$ cat config.mk
export PLATFORM = sky130hd
export DESIGN_NAME = uart_rx_oversample
export DESIGN_NICKNAME = d
export VERILOG_FILES = /design/src/rtl/uart_pkg.sv /design/src/rtl/uart_sync2.sv /design/src/rtl/uart_rx_oversample.sv
export SDC_FILE = /design/constraint.sdc
export NUM_CORES = 1
export LEC_CHECK = 0
export ABC_AREA = 1
export BUFFER_PORTS_ARGS = -buffer_cell sky130_fd_sc_hd__buf_2
export CAP_MARGIN = 10
export CORE_MARGIN = 2
export CORE_UTILIZATION = 50
export CTS_CLUSTER_DIAMETER = 60
export CTS_CLUSTER_SIZE = 28
export DETAILED_ROUTE_END_ITERATION = 6
export HOLD_SLACK_MARGIN = 0.02
export PLACE_DENSITY = 0.69
export SETUP_SLACK_MARGIN = 0.1
export SYNTH_ARGS = -nofsm -noshare
export SYNTH_HDL_FRONTEND = slang
export SYNTH_SLANG_ARGS = --single-unit
$ cat constraint.sdc
create_clock -name Div_CLK -period 1.73 [get_ports Div_CLK]
set_input_delay 0 -clock Div_CLK [delete_from_list [all_inputs] [get_ports Div_CLK]]
set_output_delay 0 -clock Div_CLK [all_outputs]
set_load 0.05 [all_outputs]
$ cat src/rtl/uart_pkg.sv
// Constants and state encoding shared by the UART receiver and the transmitter
// on the same link.
package uart_pkg;

  localparam int UART_OVERSAMPLE = 16;
  localparam int UART_DATA_BITS  = 8;
  localparam int UART_BAUD       = 9600;
  localparam int UART_DIV_CLK_HZ = UART_BAUD * UART_OVERSAMPLE;
  // Div_CLK ticks per bit period; the divider output runs at OVERSAMPLE x baud.
  localparam int UART_BAUD_DIV   = UART_OVERSAMPLE;

  typedef enum logic [2:0] {
    ST_IDLE  = 3'd0,
    ST_START = 3'd1,
    ST_DATA  = 3'd2,
    ST_STOP  = 3'd3,
    ST_BREAK = 3'd4
  } uart_state_e;

endpackage

$ cat src/rtl/uart_sync2.sv
// Two-flop synchronizer for an asynchronous single-bit input, with a
// selectable reset value so an idle-high line does not look active after reset.
module uart_sync2 #(
  parameter logic RESET_VAL = 1'b1
) (
  input  logic clk,
  input  logic rst,
  input  logic d,
  output logic q
);

  logic meta_d, meta_q;
  logic sync_d, sync_q;

  always_comb begin
    meta_d = d;
    sync_d = meta_q;
  end

  always_ff @(posedge clk or posedge rst) begin
    if (rst) begin
      meta_q <= RESET_VAL;
      sync_q <= RESET_VAL;
    end else begin
      meta_q <= meta_d;
      sync_q <= sync_d;
    end
  end

  assign q = sync_q;

endmodule

$ cat src/rtl/uart_rx_oversample.sv
// Oversampling 8N1 UART receiver: start-bit qualification at mid-bit, mid-bit
// data sampling, stop-bit check, and a valid/ack host handshake with overrun.
module uart_rx_oversample
  import uart_pkg::*;
#(
  parameter int OVERSAMPLE = UART_OVERSAMPLE,
  parameter int DATA_BITS  = UART_DATA_BITS
) (
  input  logic                 Div_CLK,
  input  logic                 RST,
  input  logic                 RX,
  input  logic                 DATA_ACK,
  output logic [DATA_BITS-1:0] DATA,
  output logic                 DATA_VALID,
  output logic                 FRAME_ERR,
  output logic                 OVERRUN,
  output logic                 BUSY
);

  localparam int TW = $clog2(OVERSAMPLE);
  localparam int BW = $clog2(DATA_BITS + 1);
  localparam logic [TW-1:0] TICK_MID  = TW'(OVERSAMPLE / 2 - 1);
  localparam logic [TW-1:0] TICK_LAST = TW'(OVERSAMPLE - 1);
  localparam logic [BW-1:0] BIT_LAST  = BW'(DATA_BITS - 1);

  logic rxs;

  uart_state_e          state_d, state_q;
  logic [TW-1:0]        tick_d, tick_q;
  logic [BW-1:0]        bit_d, bit_q;
  logic [DATA_BITS-1:0] shift_d, shift_q;
  logic [DATA_BITS-1:0] data_d, data_q;
  logic                 valid_d, valid_q;
  logic                 frame_err_d, frame_err_q;
  logic                 overrun_d, overrun_q;

  uart_sync2 #(
    .RESET_VAL(1'b1)
  ) u_sync_rx (
    .clk(Div_CLK),
    .rst(RST),
    .d  (RX),
    .q  (rxs)
  );

  always_comb begin
    state_d     = state_q;
    tick_d      = tick_q;
    bit_d       = bit_q;
    shift_d     = shift_q;
    data_d      = data_q;
    valid_d     = valid_q;
    frame_err_d = 1'b0;
    overrun_d   = overrun_q;

    if (valid_q && DATA_ACK) begin
      valid_d   = 1'b0;
      overrun_d = 1'b0;
    end

    unique case (state_q)
      ST_IDLE: begin
        if (!rxs) begin
          state_d = ST_START;
          tick_d  = '0;
        end
      end

      ST_START: begin
        if (tick_q == TICK_MID) begin
          // A line that is high again at mid start bit was only a glitch.
          if (!rxs) begin
            state_d = ST_DATA;
            tick_d  = '0;
            bit_d   = '0;
          end else begin
            state_d = ST_IDLE;
          end
        end else begin
          tick_d = tick_q + 1'b1;
        end
      end

      ST_DATA: begin
        if (tick_q == TICK_LAST) begin
          tick_d  = '0;
          shift_d = {rxs, shift_q[DATA_BITS-1:1]};
          bit_d   = bit_q + 1'b1;
          if (bit_q == BIT_LAST) begin
            state_d = ST_STOP;
          end
        end else begin
          tick_d = tick_q + 1'b1;
        end
      end

      ST_STOP: begin
        if (tick_q == TICK_LAST) begin
          tick_d = '0;
          if (rxs) begin
            // New byte always wins; overrun only if the old one was not acked now.
            data_d  = shift_q;
            valid_d = 1'b1;
            if (valid_q && !DATA_ACK) begin
              overrun_d = 1'b1;
            end
            state_d = ST_IDLE;
          end else begin
            frame_err_d = 1'b1;
            state_d     = ST_BREAK;
          end
        end else begin
          tick_d = tick_q + 1'b1;
        end
      end

      ST_BREAK: begin
        if (rxs) begin
          state_d = ST_IDLE;
        end
      end

      default: begin
        state_d = ST_IDLE;
      end
    endcase
  end

  always_ff @(posedge Div_CLK or posedge RST) begin
    if (RST) begin
      state_q     <= ST_IDLE;
      tick_q      <= '0;
      bit_q       <= '0;
      shift_q     <= '0;
      data_q      <= '0;
      valid_q     <= 1'b0;
      frame_err_q <= 1'b0;
      overrun_q   <= 1'b0;
    end else begin
      state_q     <= state_d;
      tick_q      <= tick_d;
      bit_q       <= bit_d;
      shift_q     <= shift_d;
      data_q      <= data_d;
      valid_q     <= valid_d;
      frame_err_q <= frame_err_d;
      overrun_q   <= overrun_d;
    end
  end

  assign DATA       = data_q;
  assign DATA_VALID = valid_q;
  assign FRAME_ERR  = frame_err_q;
  assign OVERRUN    = overrun_q;
  assign BUSY       = (state_q != ST_IDLE);

endmodule

==> out/results.tsv <==
stage	metric	value	unit
outcome	status	completed	
logic_synthesis	Yosys top cell area share	47.8	%
timing	Final min period	1.46	ns
logic_synthesis	register area share after synthesis	51.2	%
timing	Fin Clk Skew	0.00529	ns
setup_path	Required @ worst endpoint	1.96	ns
detailed_routing	via count	1184	
logic_synthesis	main combinational cell family by area after synthesis	simple AND/OR/NAND/NOR gates	
clock_network	CTS tree	done	
clock_network	Clock Tree Buf Depth	2	
clock_network	Root Driver	clkbuf_4	
power	switching power	875	µW
timing	Worst slew margin	74.0	%
power	P per Cell Area	1210	nW/µm²
hold_path	Worst Hold Class	primary input to async pin	
global_routing	number of antenna violations at the first check in global routing	0	
die	IO Pins	16	
logic_synthesis	post-synthesis cell count	178	
timing	Final Hold Fails	0	
global_routing	gr ovfl total	0	
die	Die Wd	60.0	µm
timing	setup tns final	0	ns
detailed_routing	Post-DRT Antenna Nets	0	
power	Sw Share	40.8	%
die	Die ar.	3600	µm²
die	core footprint	3030	µm²
detailed_routing	DR DRC count	0	
logic_synthesis	Post-Syn Nets	184	
global_routing	GRT Total Usage	17.4	%
logic_synthesis	EDFF count, synth	0	
global_routing	first-pass GRT wire length	4.55	mm
timing	RSZ-0062 raised after global routing	no	
clock_network	Clock Pin Slew Worst Setup and Hold Paths	0.10	ns
power	maximum vdd drop	0.580	mV
setup_path	CP cell instances	ha_2, nand2_1, inv_2, nand2_1, nand2_2, nand2_2, inv_2, nand2_1, nand2_1, nand2_1	
timing	fin. max-slew vios	0	
placement	DPL Wire Length	1.97	mm
setup_path	critical path's slowest cell	dfrtp_1	
detailed_routing	wire per inst	11.2	µm
setup_path	R2R cell count	10	
power	Leakage	0.882	nW
timing	f_max	686	MHz
global_routing	largest net degree at the start of global routing	33	
finish	layout cells sized above 1	29.2	%
power	clock share of power	20.9	%
logic_synthesis	xor/xnor cell area share of the yosys netlist	1.12	%
placement	Cell Area, Placed	1670	µm²
detailed_routing	drt via density	4.81	
detailed_routing	DRT Pass-1 Iters	4	
setup_path	crit-path most repeated cell	nand2_1	
logic_synthesis	synth top area cells	dfrtp_1 48%, nand2_1 12%, o21ai_2 8.9%, inv_1 3.8%, nor2_1 3.6%	
placement	quantity of I/O buffers inserted on ports	15	
die	Core Rows	20	
clock_network	H-tree Lvls	2	
setup_path	slowest stage delay, CP	0.41	ns
logic_synthesis	count of different cell masters after synthesis	25	
detailed_routing	Post-Route WL	2.77	mm
setup_path	Critical Path Source Type	flop	
clock_network	cts bufs inserted	5	
clock_network	clk sink count	32	
logic_synthesis	largest area contributor in the netlist	dfrtp_1	
logic_synthesis	complex-gate fraction of the synthesized area	13.8	%
clock_network	Clk Latency, worst-skew pair	0.33	ns
setup_path	crit path max fanout	5	
timing	# setup viols final	0	
logic_synthesis	post-synthesis adder-cell area fraction	1.59	%
placement	routability-driven placement congestion ratio	0.829	
logic_synthesis	Post-Syn Area	1570	µm²
finish	n_diodes	0	
logic_synthesis	Ys Warns	0	
detailed_routing	Starting DRT DRC Count	74	
die	starting density of the core	51.9	%
timing	Final period util	84.3	%
finish	layout net count	207	
logic_synthesis	#FFs+latches synth	32	
power	part of the power in registers	44.3	%
finish	Syn-to-layout area delta	12.8	%
logic_synthesis	mux cell area share after synthesis	0	%
logic_synthesis	synthesized area per cell	8.82	µm²
job	Max Cap Violations	0	
global_routing	vias in the first global route	1030	
setup_path	internal reg-to-reg setup slack	0.27	ns
logic_synthesis	synthesized-area fraction occupied by and/or/nand/nor cells	24.5	%
die	chip height	60.0	µm
power	Gate power share	34.8	%
timing	Worst Tran Pin Value	0.390	ns
setup_path	CP Capture Type	flop	
setup_path	critical path arrival	1.68	ns
power	Internal	1.27	mW
setup_path	Crit Path Category	flop to flop	
logic_synthesis	asr flop ratio synth	100	%
finish	cell area after layout	1770	µm²
logic_synthesis	Post-synth top flop	dfrtp_1	
-- critical path, delay by kind of cell (launching register included) --
family | cells | cell delay (ns)
fa+ha+maj | 1 | 0.22
buf+inv | 2 | 0.19
simple gates | 7 | 0.55
flops | 1 | 0.41
-- layout make-up --
type | count | area, µm²
Fill cell | 290 | 1260
Sequential cell | 32 | 803
Multi-Input combinational cell | 120 | 649
Timing Repair Buffer | 19 | 113
Inverter | 23 | 88.8
Clock buffer | 7 | 55.1
Tap cell | 44 | 55.1
Clock inverter | 1 | 7.51
-- per-stage QoR --
stage                     total power, mW  hold slack [ns]  utilization, %  std cells  setup slack (ns)
after global routing                 2.31            0.284            58.5        246             0.118
after detailed placement             1.68            0.106            55.3        235             0.265
after global placement               1.66           0.0972            55.3        235             0.304
final                                2.14            0.277            58.5        246             0.272
after CTS                            2.15            0.287            58.3        246             0.251
after floorplan                      1.55          0.00448               -        178             0.433
-- layout by cell type, fill, tap and decap left out, types with 4 or more instances in the layout --
cell	instances
nor2_1	15
dfrtp_1	30
o21ai_2	16
nand2_1	48
clkbuf_4	5
nand2_2	4
nand3_1	9
o21ai_1	4
inv_2	6
buf_2	15
a21oi_1	5
inv_1	16
-- flip-flops by register name (all words and copies together) (netlist names), named ones only --
name	count
FRAME_ERR	1
shift_q	8
u_sync_rx.q	1
DATA	8
state_q	3
tick_q	4
DATA_VALID	1
bit_q	4
u_sync_rx.meta_q	1
-- layer usage --
| layer | vias to the layer above | part of all wire (%) | GRT usage, % |
|---|---|---|---|
| li1 | 609 | - | - |
| met1 | 535 | 46 | 22.8 |
| met2 | 34 | 48 | 26.6 |
| met3 | 6 | 4.7 | 6.49 |
| met4 | 0 | 1.0 | 5.71 |
| met5 | - | 0 | 0 |
-- path summary, 6_finish.rpt --
path	from	end
worst max-delay path	tick_q[0]$_DFFE_PP0P_	state_q[2]$_DFFE_PP0P_
worst min-delay path	RST	DATA_VALID$_DFF_PP0_
worst max register to register	tick_q[0]$_DFFE_PP0P_	state_q[2]$_DFFE_PP0P_
worst min register to register	u_sync_rx.meta_q$_DFF_PP1_	u_sync_rx.q$_DFF_PP1_
max in group asynchronous	RST	u_sync_rx.q$_DFF_PP1_
min in group Div_CLK	RX	u_sync_rx.meta_q$_DFF_PP1_
-- power groups by stage --
stage	clock, mW	combinational, mW	sequential [mW]
floorplan	0	0.627	0.920
global placement	0	0.708	0.955
finish	0.448	0.745	0.950
detailed placement	0	0.725	0.960
CTS	0.467	0.733	0.945
global route	0.505	0.840	0.967
-- synth_stat cells, types with 3 or more instances --
library cell / number
nand3b_1: 3
nor2_1: 15
o21ai_2: 16
nand2_2: 3
nand2_1: 49
o21ai_1: 4
nor2_2: 3
inv_2: 6
nand3_1: 9
inv_1: 16
buf_6: 3
dfrtp_1: 30
o21ai_0: 3
a21oi_1: 5
-- logic make-up (layout without fill, tap and decap cells) --
| logic type | after synthesis | count (layout) |
|---|---|---|
| flip-flops | 32 | 32 |
| buffers and inverters | 26 | 50 |
| AO/OA/AOI/OAI | 30 | 30 |
| XOR/XNOR | 2 | 2 |
| adder cells (fa/ha/maj) | 2 | 2 |
| AND/OR/NAND/NOR | 86 | 86 |
-- timing repair --
action                                 4_1_cts  5_1_grt
gates resized for setup                      0        2
setup endpoints to repair                    0        3
buffers inserted                             0        0
hold buffers                                 3        0
endpoints found under the hold margin       33        0
Note: power is estimated with default switching activity, not from simulation.
